<file path="config.mk">
export PLATFORM = sky130hd
export DESIGN_NAME = adv_cfg_sequencer_flat
export DESIGN_NICKNAME = d
export VERILOG_FILES = /design/src/rtl/adv_cfg_sequencer_pkg.sv /design/src/rtl/adv_cfg_sequencer_if.sv /design/src/rtl/adv_reg_rom.sv /design/src/rtl/adv_cfg_sequencer.sv /design/src/flat_wrapper.sv
export SDC_FILE = /design/constraint.sdc
export NUM_CORES = 1
export LEC_CHECK = 0
export BUFFER_PORTS_ARGS = -buffer_cell sky130_fd_sc_hd__buf_4
export CAP_MARGIN = 10
export CORE_AREA = 8 8 91 93
export DETAILED_ROUTE_END_ITERATION = 12
export DIE_AREA = 0 0 99 101
export SLEW_MARGIN = 10
export SYNTH_ARGS = -nofsm -noshare
export SYNTH_HDL_FRONTEND = slang
export SYNTH_SLANG_ARGS = --single-unit
</file>
<file path="constraint.sdc">
create_clock -name clock -period 2.1 [get_ports clock]
set_input_delay 0.105 -clock clock [delete_from_list [all_inputs] [get_ports clock]]
set_output_delay 0.105 -clock clock [all_outputs]
set_load 0.02 [all_outputs]
</file>
<file path="src/rtl/adv_cfg_sequencer_pkg.sv">
// Shared ADV7513 configuration definitions: mode indices, table entry layout,
// end-of-table marker, sequencer states and the register init table contents.
package adv_cfg_sequencer_pkg;

  typedef enum logic [2:0] {
    MODE_1080P  = 3'd0,
    MODE_960P   = 3'd1,
    MODE_480P   = 3'd2,
    MODE_VGA    = 3'd3,
    MODE_240PX3 = 3'd4
  } cfg_mode_e;

  typedef struct packed {
    logic [7:0] reg_addr;
    logic [7:0] data;
  } cfg_entry_t;

  localparam logic [7:0] END_MARKER = 8'hFF;

  typedef enum logic [2:0] {
    ST_IDLE, ST_FETCH, ST_ISSUE, ST_WAIT, ST_SETTLE, ST_FAIL
  } state_e;

  // Every mode shares the power-up block; only aspect ratio and HDMI/pixel-repeat differ.
  function automatic cfg_entry_t rom_entry(input logic [2:0] cfg, input logic [4:0] idx);
    cfg_entry_t e;
    e = '{reg_addr: END_MARKER, data: 8'h00};
    if (cfg <= MODE_240PX3) begin
      case (idx)
        5'd0:    e = '{8'h41, 8'h10};
        5'd1:    e = '{8'h98, 8'h03};
        5'd2:    e = '{8'h9A, 8'hE0};
        5'd3:    e = '{8'h9C, 8'h30};
        5'd4:    e = '{8'h17, (cfg == MODE_1080P || cfg == MODE_960P) ? 8'h02 : 8'h00};
        5'd5:    e = '{8'hAF, (cfg == MODE_240PX3) ? 8'h04 : 8'h06};
        default: e = '{reg_addr: END_MARKER, data: 8'h00};
      endcase
    end
    return e;
  endfunction

endpackage

</file>
<file path="src/rtl/adv_cfg_sequencer_if.sv">
// Mode request, I2C master handshake and status bundle of the ADV7513 sequencer.
interface adv_cfg_sequencer_if;
  logic [2:0] cfg_sel;
  logic       cfg_valid;
  logic       i2c_req;
  logic [7:0] i2c_reg;
  logic [7:0] i2c_data;
  logic       i2c_ack;
  logic       i2c_done;
  logic       i2c_nack;
  logic       busy;
  logic       cfg_done;
  logic       cfg_error;
  logic [2:0] active_cfg;

  modport slave (
    input  cfg_sel, cfg_valid, i2c_ack, i2c_done, i2c_nack,
    output i2c_req, i2c_reg, i2c_data, busy, cfg_done, cfg_error, active_cfg
  );

  modport master (
    output cfg_sel, cfg_valid, i2c_ack, i2c_done, i2c_nack,
    input  i2c_req, i2c_reg, i2c_data, busy, cfg_done, cfg_error, active_cfg
  );
endinterface

</file>
<file path="src/rtl/adv_reg_rom.sv">
// 256x16 register init table, addressed {cfg[2:0], entry[4:0]}, one-cycle registered read.
module adv_reg_rom
  import adv_cfg_sequencer_pkg::*;
(
  input  logic       clock,
  input  logic [7:0] addr,
  output cfg_entry_t q
);

  cfg_entry_t table_mem [256];
  cfg_entry_t q_reg;

  for (genvar gi = 0; gi < 256; gi++) begin : g_tbl
    assign table_mem[gi] = rom_entry(3'(gi / 32), 5'(gi % 32));
  end

  always_ff @(posedge clock) begin
    q_reg <= table_mem[addr];
  end

  assign q = q_reg;

endmodule

</file>
<file path="src/rtl/adv_cfg_sequencer.sv">
// ADV7513 mode configuration sequencer: walks the register table over I2C with retry.
// Optional ADV_HPD_GATE_EN adds an hpd input that gates start and aborts on hot-unplug.
module adv_cfg_sequencer
  import adv_cfg_sequencer_pkg::*;
#(
  parameter int MAX_RETRY     = 3,
  parameter int SETTLE_CYCLES = 16
) (
  input  logic clock,
  input  logic reset,
`ifdef ADV_HPD_GATE_EN
  input  logic hpd,
`endif
  adv_cfg_sequencer_if.slave bus
);

  localparam int RETRY_W = $clog2(MAX_RETRY + 1);
  localparam int SET_W   = $clog2(SETTLE_CYCLES + 1);

  state_e             state_reg, state_next;
  logic [2:0]         cfg_reg, cfg_next;
  logic [4:0]         idx_reg, idx_next;
  logic [RETRY_W-1:0] retry_reg, retry_next;
  logic [SET_W-1:0]   settle_reg, settle_next;
  logic               pend_valid_reg, pend_valid_next;
  logic [2:0]         pend_sel_reg, pend_sel_next;
  logic               boot_reg, boot_next;
  logic [2:0]         active_reg, active_next;
  logic               done_reg, done_next;
  logic               error_reg, error_next;
  logic               hpd_ok, sel_ok, start;
  logic               i2c_req_c, busy_c;
  cfg_entry_t         rom_q;

`ifdef ADV_HPD_GATE_EN
  assign hpd_ok = hpd;
`else
  assign hpd_ok = 1'b1;
`endif

  assign sel_ok = bus.cfg_valid && (bus.cfg_sel <= MODE_240PX3);
  assign start  = (state_reg == ST_IDLE) && hpd_ok && (sel_ok || pend_valid_reg || boot_reg);

  // Address from next-state values so the entry is already valid during FETCH.
  adv_reg_rom u_rom (
    .clock (clock),
    .addr  ({cfg_next, idx_next}),
    .q     (rom_q)
  );

  always_ff @(posedge clock) begin
    if (reset) begin
      state_reg      <= ST_IDLE;
      cfg_reg        <= '0;
      idx_reg        <= '0;
      retry_reg      <= '0;
      settle_reg     <= '0;
      pend_valid_reg <= 1'b0;
      pend_sel_reg   <= '0;
      boot_reg       <= 1'b1;
      active_reg     <= '0;
      done_reg       <= 1'b0;
      error_reg      <= 1'b0;
    end else begin
      state_reg      <= state_next;
      cfg_reg        <= cfg_next;
      idx_reg        <= idx_next;
      retry_reg      <= retry_next;
      settle_reg     <= settle_next;
      pend_valid_reg <= pend_valid_next;
      pend_sel_reg   <= pend_sel_next;
      boot_reg       <= boot_next;
      active_reg     <= active_next;
      done_reg       <= done_next;
      error_reg      <= error_next;
    end
  end

  always_comb begin
    state_next      = state_reg;
    cfg_next        = cfg_reg;
    idx_next        = idx_reg;
    retry_next      = retry_reg;
    settle_next     = settle_reg;
    pend_valid_next = pend_valid_reg;
    pend_sel_next   = pend_sel_reg;
    boot_next       = boot_reg;
    active_next     = active_reg;
    done_next       = 1'b0;
    error_next      = error_reg;

    // Any accepted request that does not start a sequence right now waits here.
    if (sel_ok && !start) begin
      pend_valid_next = 1'b1;
      pend_sel_next   = bus.cfg_sel;
    end

    case (state_reg)
      ST_IDLE: begin
        if (start) begin
          cfg_next        = sel_ok ? bus.cfg_sel : (pend_valid_reg ? pend_sel_reg : MODE_1080P);
          pend_valid_next = 1'b0;
          boot_next       = 1'b0;
          idx_next        = '0;
          retry_next      = '0;
          settle_next     = '0;
          error_next      = 1'b0;
          state_next      = ST_FETCH;
        end
      end
      ST_FETCH: state_next = (rom_q.reg_addr == END_MARKER) ? ST_SETTLE : ST_ISSUE;
      ST_ISSUE: if (bus.i2c_ack) state_next = ST_WAIT;
      ST_WAIT: begin
        if (bus.i2c_done) begin
          if (!bus.i2c_nack) begin
            retry_next = '0;
            if (idx_reg == 5'd31) begin
              state_next = ST_SETTLE;
            end else begin
              idx_next   = idx_reg + 5'd1;
              state_next = ST_FETCH;
            end
          end else if (retry_reg == RETRY_W'(MAX_RETRY - 1)) begin
            retry_next = '0;
            state_next = ST_FAIL;
          end else begin
            retry_next = retry_reg + RETRY_W'(1);
            state_next = ST_ISSUE;
          end
        end
      end
      ST_SETTLE: begin
        if (settle_reg == SET_W'(SETTLE_CYCLES - 1)) begin
          settle_next = '0;
          done_next   = 1'b1;
          active_next = cfg_reg;
          state_next  = ST_IDLE;
        end else begin
          settle_next = settle_reg + SET_W'(1);
        end
      end
      ST_FAIL: begin
        error_next = 1'b1;
        state_next = ST_IDLE;
      end
      default: state_next = ST_IDLE;
    endcase

    // Hot-unplug abandons the sequence but remembers what was being applied.
    if (state_reg != ST_IDLE && !hpd_ok) begin
      state_next  = ST_IDLE;
      retry_next  = '0;
      settle_next = '0;
      done_next   = 1'b0;
      active_next = active_reg;
      error_next  = error_reg;
      if (!sel_ok && !pend_valid_reg) begin
        pend_valid_next = 1'b1;
        pend_sel_next   = cfg_reg;
      end
    end
  end

  always_comb begin
    i2c_req_c = (state_reg == ST_ISSUE);
    busy_c    = (state_reg != ST_IDLE);
  end

  assign bus.i2c_req    = i2c_req_c;
  assign bus.i2c_reg    = rom_q.reg_addr;
  assign bus.i2c_data   = rom_q.data;
  assign bus.busy       = busy_c;
  assign bus.cfg_done   = done_reg;
  assign bus.cfg_error  = error_reg;
  assign bus.active_cfg = active_reg;

endmodule

</file>
<file path="src/flat_wrapper.sv">
// flat-port wrapper written by rule: the top's interface ports become plain ports
module adv_cfg_sequencer_flat import adv_cfg_sequencer_pkg::*;
#(
  parameter int MAX_RETRY     = 3,
  parameter int SETTLE_CYCLES = 16
)
  (clock, reset, bus_cfg_sel, bus_cfg_valid, bus_i2c_ack, bus_i2c_done, bus_i2c_nack, bus_i2c_req, bus_i2c_reg, bus_i2c_data, bus_busy, bus_cfg_done, bus_cfg_error, bus_active_cfg);
  adv_cfg_sequencer_if bus_i ();
  input  logic clock;
  input  logic reset;
  input wire logic [$bits(bus_i.cfg_sel)-1:0] bus_cfg_sel;
  input wire logic [$bits(bus_i.cfg_valid)-1:0] bus_cfg_valid;
  input wire logic [$bits(bus_i.i2c_ack)-1:0] bus_i2c_ack;
  input wire logic [$bits(bus_i.i2c_done)-1:0] bus_i2c_done;
  input wire logic [$bits(bus_i.i2c_nack)-1:0] bus_i2c_nack;
  output wire logic [$bits(bus_i.i2c_req)-1:0] bus_i2c_req;
  output wire logic [$bits(bus_i.i2c_reg)-1:0] bus_i2c_reg;
  output wire logic [$bits(bus_i.i2c_data)-1:0] bus_i2c_data;
  output wire logic [$bits(bus_i.busy)-1:0] bus_busy;
  output wire logic [$bits(bus_i.cfg_done)-1:0] bus_cfg_done;
  output wire logic [$bits(bus_i.cfg_error)-1:0] bus_cfg_error;
  output wire logic [$bits(bus_i.active_cfg)-1:0] bus_active_cfg;
  assign bus_i.cfg_sel = bus_cfg_sel;
  assign bus_i.cfg_valid = bus_cfg_valid;
  assign bus_i.i2c_ack = bus_i2c_ack;
  assign bus_i.i2c_done = bus_i2c_done;
  assign bus_i.i2c_nack = bus_i2c_nack;
  assign bus_i2c_req = bus_i.i2c_req;
  assign bus_i2c_reg = bus_i.i2c_reg;
  assign bus_i2c_data = bus_i.i2c_data;
  assign bus_busy = bus_i.busy;
  assign bus_cfg_done = bus_i.cfg_done;
  assign bus_cfg_error = bus_i.cfg_error;
  assign bus_active_cfg = bus_i.active_cfg;
  adv_cfg_sequencer #(.MAX_RETRY(MAX_RETRY), .SETTLE_CYCLES(SETTLE_CYCLES)) u_core (.clock(clock), .reset(reset), .bus(bus_i));
endmodule
</file>
==> parameters.txt <==
Parameter                              Value

Synthesis
  Total standard cell area after synthesis ... between 2000 and 2500 µm²
  Number of unique standard cell types used by synthesis ... 51
  Dominant register cell in the synthesized netlist ... sky130_fd_sc_hd__dfxtp_1
  Synthesized area per cell ... approximately 9 µm²
  Post-synth EDFFs ... 0
  Ys async rst share ... 0
  Synthesized netlist cell count ... 220
  FF+latch count, synth ... roughly 40
  Warnings from Yosys ... 0
  Seq/Total Area, Yosys ... 0.409
  Nets in the synthesized netlist ... 236

Critical path
  Required time of the worst setup path ... 2270 ps
  RR Startpoint ... u_core.idx_reg[0]
  Kind of end point of the critical path ... register
  Critical path fanouts, max ... 7
  Nature of the critical path startpoint ... register
  Arrival time at the worst endpoint ... roughly 2200 ps
  Setup Crit Path Kind ... register to register
  Register-to-register setup slack ... 110 ps
  Start point of the critical path ... u_core.idx_reg[0]

Run
  Max_cap viols ... 0

Timing
  Number of slew-limit violations in the final report ... 0
  Slew at the pin closest to its max-slew limit ... 508 ps
  Fin Setup TNS ... 0 ps
  Worst hold slack ... roughly 90 ps
  Clock skew after layout ... 6.12 ps
  Endpoints failing hold ... 0
  Max-slew headroom ... 0.658
  Maximum clock rate ... 502 MHz
  Clock period minus worst slack ... between 1500 and 2000 ps
  Period Utilization, post-route ... 0.948
  Unrepaired setup endpoints after global routing ... no
  Setup violators final ... 0

Hold path
  Startpoint of the worst hold path ... bus_cfg_sel[0]
  Worst hold path type ... primary input to register

Pwr
  Clock power share ... 0.297
  Static Leak ... approximately 1.1 nW
  Internal power contribution ... 1.24 mW
  Maximum ir drop on the vdd rail ... roughly 0.38 mV
  Relative contribution of combinational cells to total power ... 0.223
  Switching share of total power ... 0.289
  Power spent charging and discharging nets ... slightly above 500 µW
  Part of the power in registers ... 0.479
  Power density over cell area ... 691 nW/µm²

CTS
  Number of buffers created by CTS ... 5
  Max Root-Sink Buffers ... 2
  CTS tree ... built
  Clock transition at path regs ... ~80 ps
  Master cell of the clock root buffer ... sky130_fd_sc_hd__clkbuf_8
  H-tree levels ... 2
  Cts hold-fix bufs ... 0
  Total number of clock tree sinks ... slightly above 40
  Clock latency reported for the late side of the worst-skew pair ... about 290 ps

Floorplanning
  I/O pins ... 32
  Initial core utilization ... 0.289
  Num rows ... 31
  Die footprint ... around 10000 µm²
  Vertical die dimension ... around 100 µm
  DIE WIDTH ... around 99 µm
  Standard cell core area ... 6940 µm²

Finish
  Multi-input gate area in the final layout ... ~1100 µm²
  Leading cell type in the layout, fill and taps excluded ... sky130_fd_sc_hd__buf_4
  Fillers ... ~710
  Synthesis-to-layout area growth ... 25.6%
  Most used cells in the layout excluding fill and tap cells ... sky130_fd_sc_hd__buf_4 (49), sky130_fd_sc_hd__dfxtp_1 (36), sky130_fd_sc_hd__nor2_1 (26), sky130_fd_sc_hd__nand2_1 (21), sky130_fd_sc_hd__a21oi_1 (11)
  Flip-flop count of the largest register, all copies and words added ... 13
  Flip-flop and latch area ... 830 µm²
  Fraction of layout cells with a size suffix above 1 ... 0.303
  Design area ... ~2500 µm²
  Number of nets in the layout ... 280
  Number of antenna cells inserted ... 0

Drt
  Count of vias placed by the detailed router ... approximately 1700
  Remaining number of nets flagged by the antenna check after routing ... 0
  DRC violation total after the first TritonRoute iteration ... 72
  Uppermost layer routed ... met4
  Post-detailed-route DRC marker count ... 0
  DRT met1 WL ... about 2.0 mm
  Vias per cell ... 4.90
  Avg WL per Cell ... between 10 and 15 µm
  1st-pass router iterations ... 4
  Met2 wire length ... about 2.4 mm
  Routed WL ... about 4.6 mm
  Routed met3 length ... 99 µm

Placement
  Buffers on Ports ... 30
  GPL Wtd Cong ... 0.795
  Total half-perimeter wirelength after legalization and detailed placement ... 3.46 mm
  Placement-stage cell area ... about 2400 µm²

Run status
  Run status ... finished clean

Global routing
  Antenna violations before repair ... 0
  Largest net degree at the start of global routing ... 29
  Global-route wire length before repair ... between 7 and 8 mm
  Overall Global Routing Usage ... 0.0951
  Total gr overflow ... 0
  Via count of the first global-routing pass ... between 1500 and 2000
-- routing by layer --
layer  track usage  vias to the layer above
li1              -                      865
met1         0.101                      806
met2         0.176                       17
met3        0.0207                        6
met4        0.0413                        0
met5             0                        -
-- what timing repair did --
action	4_1_cts	5_1_grt
resized for setup	0	11
endpoints found under the setup margin	0	1
buffers inserted	0	1
-- cells by family (layout without fill, tap and decap cells) --
group           Yosys count  count (layout)  share of synthesized area
simple gates             98              98                      0.263
other cells               1               1                    0.00187
buf+inv                  19              63                     0.0499
fa+ha+maj                 7               7                     0.0437
compound gates           44              44                      0.182
mux                      10              10                     0.0499
flops                    41              41                      0.409
-- power by group through the flow --
stage | registers, mW | logic [mW] | clock network (mW)
floorplan | 0.860 | 0.234 | 0
finish | 0.834 | 0.389 | 0.517
global placement | 0.851 | 0.384 | 0
CTS | 0.833 | 0.387 | 0.539
detailed placement | 0.851 | 0.386 | 0
global route | 0.838 | 0.426 | 0.570
-- worst paths after layout --
| path | end | cells after the start |
|---|---|---|
| worst max-delay path | u_core.u_rom.q[1] | 7 |
| worst min-delay path | u_core.pend_sel_reg[0] | 3 |
| worst max register to register | u_core.u_rom.q[1] | 7 |
| worst min register to register | u_core.state_reg[1] | 1 |
-- worst max-delay path: stages, from the launching register on --
cell	delay, ps
sky130_fd_sc_hd__dfxtp_2	340
sky130_fd_sc_hd__ha_1	200
sky130_fd_sc_hd__buf_4	140
sky130_fd_sc_hd__nor2b_1	130
sky130_fd_sc_hd__and4_1	220
sky130_fd_sc_hd__o32ai_4	440
sky130_fd_sc_hd__a21oi_1	120
sky130_fd_sc_hd__o311a_1	300
-- through the flow --
stage / std cells / worst slack, ps / total power [mW] / util
2_1_floorplan: 220 / 16.4 / 1.09 / -
3_3_place_gp: 338 / 120 / 1.23 / 0.345
3_5_place_dp: 338 / 82.3 / 1.24 / 0.345
4_1_cts: 345 / 62.5 / 1.76 / 0.358
5_1_grt: 346 / 2.07 / 1.83 / 0.363
6_report: 346 / 108 / 1.74 / 0.363
-- area by class of cell --
class,count,share of cell area
sequential,41,0.330
tap,82,0.0408
clock buffer,7,0.0343
multi-input combinational,160,0.439
inverter,7,0.0104
timing repair buffer,49,0.146
-- cell usage after synthesis (5+ instances only) --
master	count	area [µm²]
sky130_fd_sc_hd__nor3_1	5	25.0
sky130_fd_sc_hd__mux2i_1	10	100
sky130_fd_sc_hd__nand3_1	8	40.0
sky130_fd_sc_hd__nand2_1	21	78.8
sky130_fd_sc_hd__a22oi_1	5	37.5
sky130_fd_sc_hd__and2_1	5	31.3
sky130_fd_sc_hd__a21oi_1	11	55.1
sky130_fd_sc_hd__nor2b_1	5	31.3
sky130_fd_sc_hd__ha_1	7	87.6
sky130_fd_sc_hd__dfxtp_1	41	821
sky130_fd_sc_hd__nor2_1	27	101
sky130_fd_sc_hd__inv_1	7	26.3
sky130_fd_sc_hd__nand2b_1	5	31.3
Power figures use the tool's default switching activity.
